--- src/rtl/tennis_set_scorer.sv ---
// Two-player tennis scorer: points within a game (with deuce/advantage) and games within a set.
// Point counters are deuce-normalised so they stay bounded however long a game runs.
module tennis_set_scorer #(
  parameter int WIN_PTS      = 4,
  parameter int MARGIN       = 2,
  parameter int PT_W         = 3,
  parameter int GAMES_TO_SET = 6,
  parameter int GW           = 5
) (
  input  logic            clk,
  input  logic            rs,
  input  logic            p1,
  input  logic            p2,
  output logic [PT_W-1:0] pts1,
  output logic [PT_W-1:0] pts2,
  output logic [GW-1:0]   games1,
  output logic [GW-1:0]   games2,
  output logic [2:0]      Y
);

  typedef enum logic [2:0] {PLAY, GAME1, GAME2, SET1, SET2} state_t;

  // Point arithmetic runs one bit wider so the candidate count and lead sums never wrap.
  localparam logic [PT_W:0] ONE_P = (PT_W+1)'(1);
  localparam logic [PT_W:0] WIN_C = (PT_W+1)'(WIN_PTS);
  localparam logic [PT_W:0] WM1_C = (PT_W+1)'(WIN_PTS - 1);
  localparam logic [PT_W:0] MAR_C = (PT_W+1)'(MARGIN);
  localparam logic [GW:0]   GTS_C = (GW+1)'(GAMES_TO_SET);
  localparam logic [GW:0]   TWO_G = (GW+1)'(2);
  localparam logic [GW-1:0] ONE_G = GW'(1);
  localparam logic [GW-1:0] MAX_G = '1;

  state_t          state, state_nx;
  logic [PT_W-1:0] pts1_nx, pts2_nx;
  logic [GW-1:0]   games1_nx, games2_nx;

  logic [PT_W:0] w1, w2, c1, c2, t1, t2;
  logic [GW:0]   wg1, wg2;
  logic          pt1, pt2, win1, win2, set1, set2;

  assign w1  = {1'b0, pts1};
  assign w2  = {1'b0, pts2};
  assign wg1 = {1'b0, games1};
  assign wg2 = {1'b0, games2};
  assign c1  = w1 + ONE_P;
  assign c2  = w2 + ONE_P;

  assign pt1  = p1 & ~p2;
  assign pt2  = p2 & ~p1;
  assign win1 = (c1 >= WIN_C) && (c1 >= w2 + MAR_C);
  assign win2 = (c2 >= WIN_C) && (c2 >= w1 + MAR_C);
  assign set1 = (wg1 >= GTS_C) && (wg1 >= wg2 + TWO_G);
  assign set2 = (wg2 >= GTS_C) && (wg2 >= wg1 + TWO_G);

  always_ff @(posedge clk) begin
    if (rs) begin
      state  <= PLAY;
      pts1   <= '0;
      pts2   <= '0;
      games1 <= '0;
      games2 <= '0;
    end else begin
      state  <= state_nx;
      pts1   <= pts1_nx;
      pts2   <= pts2_nx;
      games1 <= games1_nx;
      games2 <= games2_nx;
    end
  end

  always_comb begin
    state_nx  = state;
    pts1_nx   = pts1;
    pts2_nx   = pts2;
    games1_nx = games1;
    games2_nx = games2;
    t1        = w1;
    t2        = w2;
    unique case (state)
      PLAY: begin
        if (pt1 && win1) begin
          state_nx  = GAME1;
          pts1_nx   = '0;
          pts2_nx   = '0;
          games1_nx = (games1 == MAX_G) ? games1 : games1 + ONE_G;
        end else if (pt2 && win2) begin
          state_nx  = GAME2;
          pts1_nx   = '0;
          pts2_nx   = '0;
          games2_nx = (games2 == MAX_G) ? games2 : games2 + ONE_G;
        end else if (pt1 || pt2) begin
          t1 = pt1 ? c1 : w1;
          t2 = pt2 ? c2 : w2;
          // Deuce normalisation: both at or past the threshold collapses back by one.
          if (t1 >= WIN_C && t2 >= WIN_C) begin
            t1 = t1 - ONE_P;
            t2 = t2 - ONE_P;
          end
          pts1_nx = t1[PT_W-1:0];
          pts2_nx = t2[PT_W-1:0];
        end
      end
      GAME1:   state_nx = set1 ? SET1 : PLAY;
      GAME2:   state_nx = set2 ? SET2 : PLAY;
      default: state_nx = state;
    endcase
  end

  always_comb begin
    Y = 3'b000;
    unique case (state)
      PLAY: begin
        if (w1 >= WM1_C && w2 >= WM1_C) begin
          if (pts1 > pts2)      Y = 3'b001;
          else if (pts2 > pts1) Y = 3'b010;
        end
      end
      GAME1:   Y = 3'b011;
      GAME2:   Y = 3'b100;
      SET1:    Y = 3'b101;
      SET2:    Y = 3'b110;
      default: Y = 3'b000;
    endcase
  end

endmodule

--- config.mk ---
export PLATFORM = sky130hd
export DESIGN_NAME = tennis_set_scorer
export DESIGN_NICKNAME = d
export VERILOG_FILES = /design/src/rtl/tennis_set_scorer.sv
export SDC_FILE = /design/constraint.sdc
export NUM_CORES = 1
export LEC_CHECK = 0
export ABC_AREA = 1
export ABC_CLOCK_PERIOD_IN_PS = 2700
export BUFFER_PORTS_ARGS = -buffer_cell sky130_fd_sc_hd__clkbuf_2
export CELL_PAD_IN_SITES_DETAIL_PLACEMENT = 0
export CELL_PAD_IN_SITES_GLOBAL_PLACEMENT = 1
export CORE_UTILIZATION = 42
export CTS_CLUSTER_SIZE = 20
export DETAILED_ROUTE_END_ITERATION = 12
export PLACE_DENSITY = 0.88
export SLEW_MARGIN = 25
export SYNTH_ARGS = -nofsm -noshare
export SYNTH_HDL_FRONTEND = slang
export SYNTH_SLANG_ARGS = --single-unit
--- constraint.sdc ---
create_clock -name clk -period 2.7 [get_ports clk]
set_clock_uncertainty 0.15 [all_clocks]
set_input_delay 0.405 -clock clk [delete_from_list [all_inputs] [get_ports clk]]
set_output_delay 0.405 -clock clk [all_outputs]
set_load 0.02 [all_outputs]
Word-level counts from Yosys, hierarchy flattened:

Index checks and enable logic that the tools add are counted.

* register bits after elaboration: 19
* logic and storage cells: 78
* output and inout port bits: 19

* $lt $le $gt $ge: 14
* mux-type cells: 19
* eq/ne operators: 7
* bitwise gates (word level): 7
* $add $sub $neg: 10
* reduce and logical (&&, ||, !) cells: 16

Operator list (count)
* 2-to-1 mux 3 bit: 11
* greater-or-equal comparator 4 x 3 -> 1 bit (second input constant): 4
* one-hot mux 3 bit (5 select lines): 1
* adder 5 x 2 -> 6 bit (second input constant): 2
* greater-or-equal comparator 5 x 6 -> 1 bit: 2
* adder 5 x 1 -> 5 bit (second input constant): 2
* equality test 5 bit (second input constant): 2
* greater-or-equal comparator 5 x 3 -> 1 bit (second input constant): 2
* one-hot mux 3 bit (3 select lines): 1
* adder 3 x 1 -> 4 bit (second input constant): 2
* adder 3 x 2 -> 4 bit (second input constant): 2
* greater-or-equal comparator 4 bit: 2
* logical AND 1 bit: 8
* 2-to-1 mux 2 bit: 4
* 2-to-1 mux 4 bit: 2
* equality test 3 x 2 -> 1 bit (second input constant): 2
* greater-or-equal comparator 3 x 2 -> 1 bit (second input constant): 2
* greater-than comparator 3 bit: 2
* nonzero test 3 bit: 2
* subtractor 3 x 1 -> 3 bit (second input constant): 2
* inverter 1 bit: 5
* AND reduction 2 bit: 2
* AND reduction 4 bit: 1
* equality test 3 x 1 -> 1 bit (second input constant): 1
* 6 further kinds: 7

Longest topological paths before layout:

* depth in word-level cells: 9
* gate-level depth with buffers: 15
* mapped depth without buffers: 15

Least setup slack after synthesis:

OpenSTA, ideal clock, no wires.

* path kind: flip-flop to output port
* from: register pts1[1]
* to: output Y[1]
* data required time: 2.145 ns
* path slack: 0.531 ns
* path buffers: 0
* arrival time: 1.614 ns
* cell stages (with the launch flop): 9
* cell sequence: dfxtp_1 inv_1 ha_1 inv_1 o21bai_1 a21oi_1 nor2_1 nand3_1 a21oi_1

* longest elaborated chain between the ends: 5

RTL lines
* start, declared: RTL line 14 `output logic [PT_W-1:0] pts1,`
* start signal, assigned: RTL line 64 `pts1 <= pts1_nx;`
* greater-than comparator 3 bit: RTL line 115 `else if (pts2 > pts1) Y = 3'b010;`
* 2-to-1 mux 2 bit: RTL line 115
* 2-to-1 mux 2 bit: RTL line 114 `if (pts1 > pts2) Y = 3'b001;`
* 2-to-1 mux 2 bit *: RTL line 113 `if (w1 >= WM1_C && w2 >= WM1_C) begin`
* one-hot mux 3 bit (5 select lines) *: RTL line 111 `unique case (state)`
* end, declared: RTL line 18 `output logic [2:0] Y`

Mark *: on every way between the ends. The rest lies on a longest branch, timed or not.

Worst setup path after layout:

Ends and elaborated chain as after synthesis.

==> key figures <==
Synth
  • Ys Warns: 0
  • Post-Synth Simple-Gate Area: about 30%
  • Post-synthesis mux area share: 0%
  • EDFF count, synth: 0
  • Combinational family with the most area after synthesis: simple AND/OR/NAND/NOR gates
  • Synth Area in Compound Gates: 10.8%
  • Synth Area in Adders: approximately 25%
  • Synth cell types: 27
  • Synth Net Count: 341
  • Syn_area_per_cell: 6.66 um^2
  • Sequential area share after synthesis: between 10% and 20%
  • Xor/xnor cell area share of the yosys netlist: under 10%
  • Post-synthesis instance area: 1980 um^2
  • Synth Instances: about 300
  • Asr flop ratio synth: 0%
  • Synthesized flop and latch total: 19
  • Top FF cell, synth: dfxtp_1

Global route
  • All-layer global routing usage: 19.1%
  • Gr ovfl total: 0
  • Initial antenna violation count: 0
  • First-pass GRT wire length: 7790 um
  • Largest net degree at the start of global routing: 12
  • Number of global-route vias before repair: roughly 1700

Floorplan
  • Die width: just over 70 um
  • Starting Density: 44.7%
  • Core Area: 4440 um^2
  • Die ar.: 5000 um^2
  • Site Rows: 24
  • DIE HEIGHT: approximately 70 um
  • IO Count: 23

Status
  • Status: complete, but fails checks
  • Violated checks: design-rule violations

Detailed routing
  • Vias: 1848
  • Routed wire length: approximately 4400 um
  • Vias/cell: 4.90
  • Antenna-violating nets left: 0
  • DRT iter0 DRCs: ~110
  • Drt drc: 8
  • WL per Instance: 11.6 um
  • DRT Pass-1 Iters: 8

Placement
  • Dpl hpwl: 3540 um
  • RD Place Congestion: 0.793
  • DP Area: 2170 um^2
  • Placed Cells: 373
  • Port Buffers: 22

Finish
  • Commonest non-fill, non-tap cells in the layout: nand2_1 (76), inv_1 (48), ha_1 (39), clkbuf_2 (22), nor2_1 (21)
  • Commonest non-fill, non-tap cell in the layout: nand2_1
  • Synth-to-Final Area Change: 11.9%
  • Inserted Diodes: 0
  • Final #Nets: 369
  • Final Core Density: roughly half
  • Post-Layout Cell Count: 377
  • Fillcell total: 462
  • Fin area: about 2200 um^2
  • Share of layout cells above drive strength 1: between 10% and 20%

Setup path
  • Slowest stage delay, CP: 0.49 ns
  • Worst path bufs/invs: 3
  • CP delay by family, top: flip-flops
  • Crit end category: output pin
  • WP data required: 2.14 ns
  • Worst setup SP type: flop
  • Crit-path slowest cell: dfxtp_1
  • Critical path class: reg2out
  • Crit-path cells: inv_1 -> ha_1 -> inv_1 -> o21bai_1 -> a21oi_1 -> nor2_1 -> nand3_1 -> a21oi_1 -> clkbuf_2
  • Worst EP arrival: ~1.9 ns
  • Worst-path fanout max: 7

Clock tree
  • CTS tree: yes
  • CTS H-tree depth: 1
  • Total clock buffers created by CTS: 3
  • Root Buffer: clkbuf_8
  • Cells resized by post-CTS repair: 0
  • Clock Tree Buf Depth: 2
  • Clk sinks: 19
  • CTS Hold Bufs: 0
  • Post-CTS Setup Bufs: 0
  • Clock Pin Slew Worst Setup and Hold Paths: approximately 0.08 ns
  • Clock latency on the worst-skew pair: ~0.26 ns

Pwr
  • Power Density: 339 nW/um^2
  • Largest vdd supply drop: 0.231 mV
  • Tot Pwr: 752 uW
  • LEAKAGE: approximately 1.2 nW

Timing
  • Slew Limit Fails: 0
  • RSZ-0062 raised after global routing: no
  • Hold Vio Cnt, Final: 0
  • Post-layout min period: 2.47 ns
  • Final worst path period share: 91.5%
  • Rel. slew slack: 70.9%
  • Post-route setup TNS: 0 ns
  • Worst-Margin Slew: about 0.43 ns
  • Final setup viols: 0
  • Max Clock Freq: 0.405 GHz

Flow run
  • Max Cap Viol: 0

Hold path
  • Hold Path Class: in2reg
cells by family after synthesis:
group           after synthesis
xor+xnor                     12
compound gates               40
fa+ha+maj                    39
buf+inv                      56
simple gates                132
flops                        19
registers in the layout, summed over array words and instances, names as in the netlist:
register	flops
state	3
games2	5
pts1	3
pts2	3
games1	5
path summary, 6_finish.rpt:
| path | to | slack (ns) | from | cells after the start |
|---|---|---|---|---|
| max reg2reg | games2[1] | 0.43 | pts1[0] | 14 |
| min reg2reg | state[0] | 0.40 | state[0] | 2 |
| min | games1[3] | 0.35 | rs | 2 |
| max | Y[1] | 0.23 | pts1[1] | 9 |
layer usage:
metal	share of wire, %	track usage (%)
met1	55	29.8
met2	41	28.3
met3	3.5	2.56
met4	0.34	2.89
met5	0	0
cell type report:
| cell class | count | area [um^2] | share of cell area [%] |
|---|---|---|---|
| multi-input cells | 223 | 1390 | 62.7 |
| flip-flops and latches | 19 | 380 | 17.1 |
| inverters | 54 | 203 | 9.13 |
| repair buffers | 25 | 133 | 5.98 |
| well taps | 52 | 65.1 | 2.93 |
| clock buffers | 3 | 41.3 | 1.86 |
| clock inverters | 1 | 5.00 | 0.225 |
power by group:
part           total, mW  switching, mW  internal, mW  leakage [nW]
Sequential         0.309         0.0171         0.292         0.154
Clock              0.199         0.0966         0.103        0.0255
Combinational      0.244          0.153        0.0909          1.04
Total              0.752          0.267         0.485          1.22
stage by stage:
step | hold slack, ns | worst slack (ns)
after floorplan | 0.342 | 0.531
after global placement | 0.372 | 0.499
after detailed placement | 0.383 | 0.444
after CTS | 0.337 | 0.234
after global routing | 0.370 | 0.0762
final | 0.353 | 0.229
synth_stat cells (2+ instances only):
| cell type | count | area [um^2] |
|---|---|---|
| nor2_1 | 21 | 78.8 |
| dfxtp_1 | 19 | 380 |
| ha_1 | 39 | 488 |
| nor3_1 | 2 | 10.0 |
| nand2_2 | 5 | 31.3 |
| nand4_1 | 5 | 31.3 |
| inv_1 | 48 | 180 |
| nand2_1 | 76 | 285 |
| inv_2 | 6 | 22.5 |
| xnor2_1 | 6 | 52.6 |
| nor2_2 | 2 | 12.5 |
| a21oi_1 | 19 | 95.1 |
| and3_1 | 2 | 12.5 |
| nand2_4 | 3 | 33.8 |
| o21ai_0 | 15 | 75.1 |
| nand3_1 | 14 | 70.1 |
| xor2_1 | 6 | 52.6 |
Note: power is estimated with default switching activity, not from simulation.
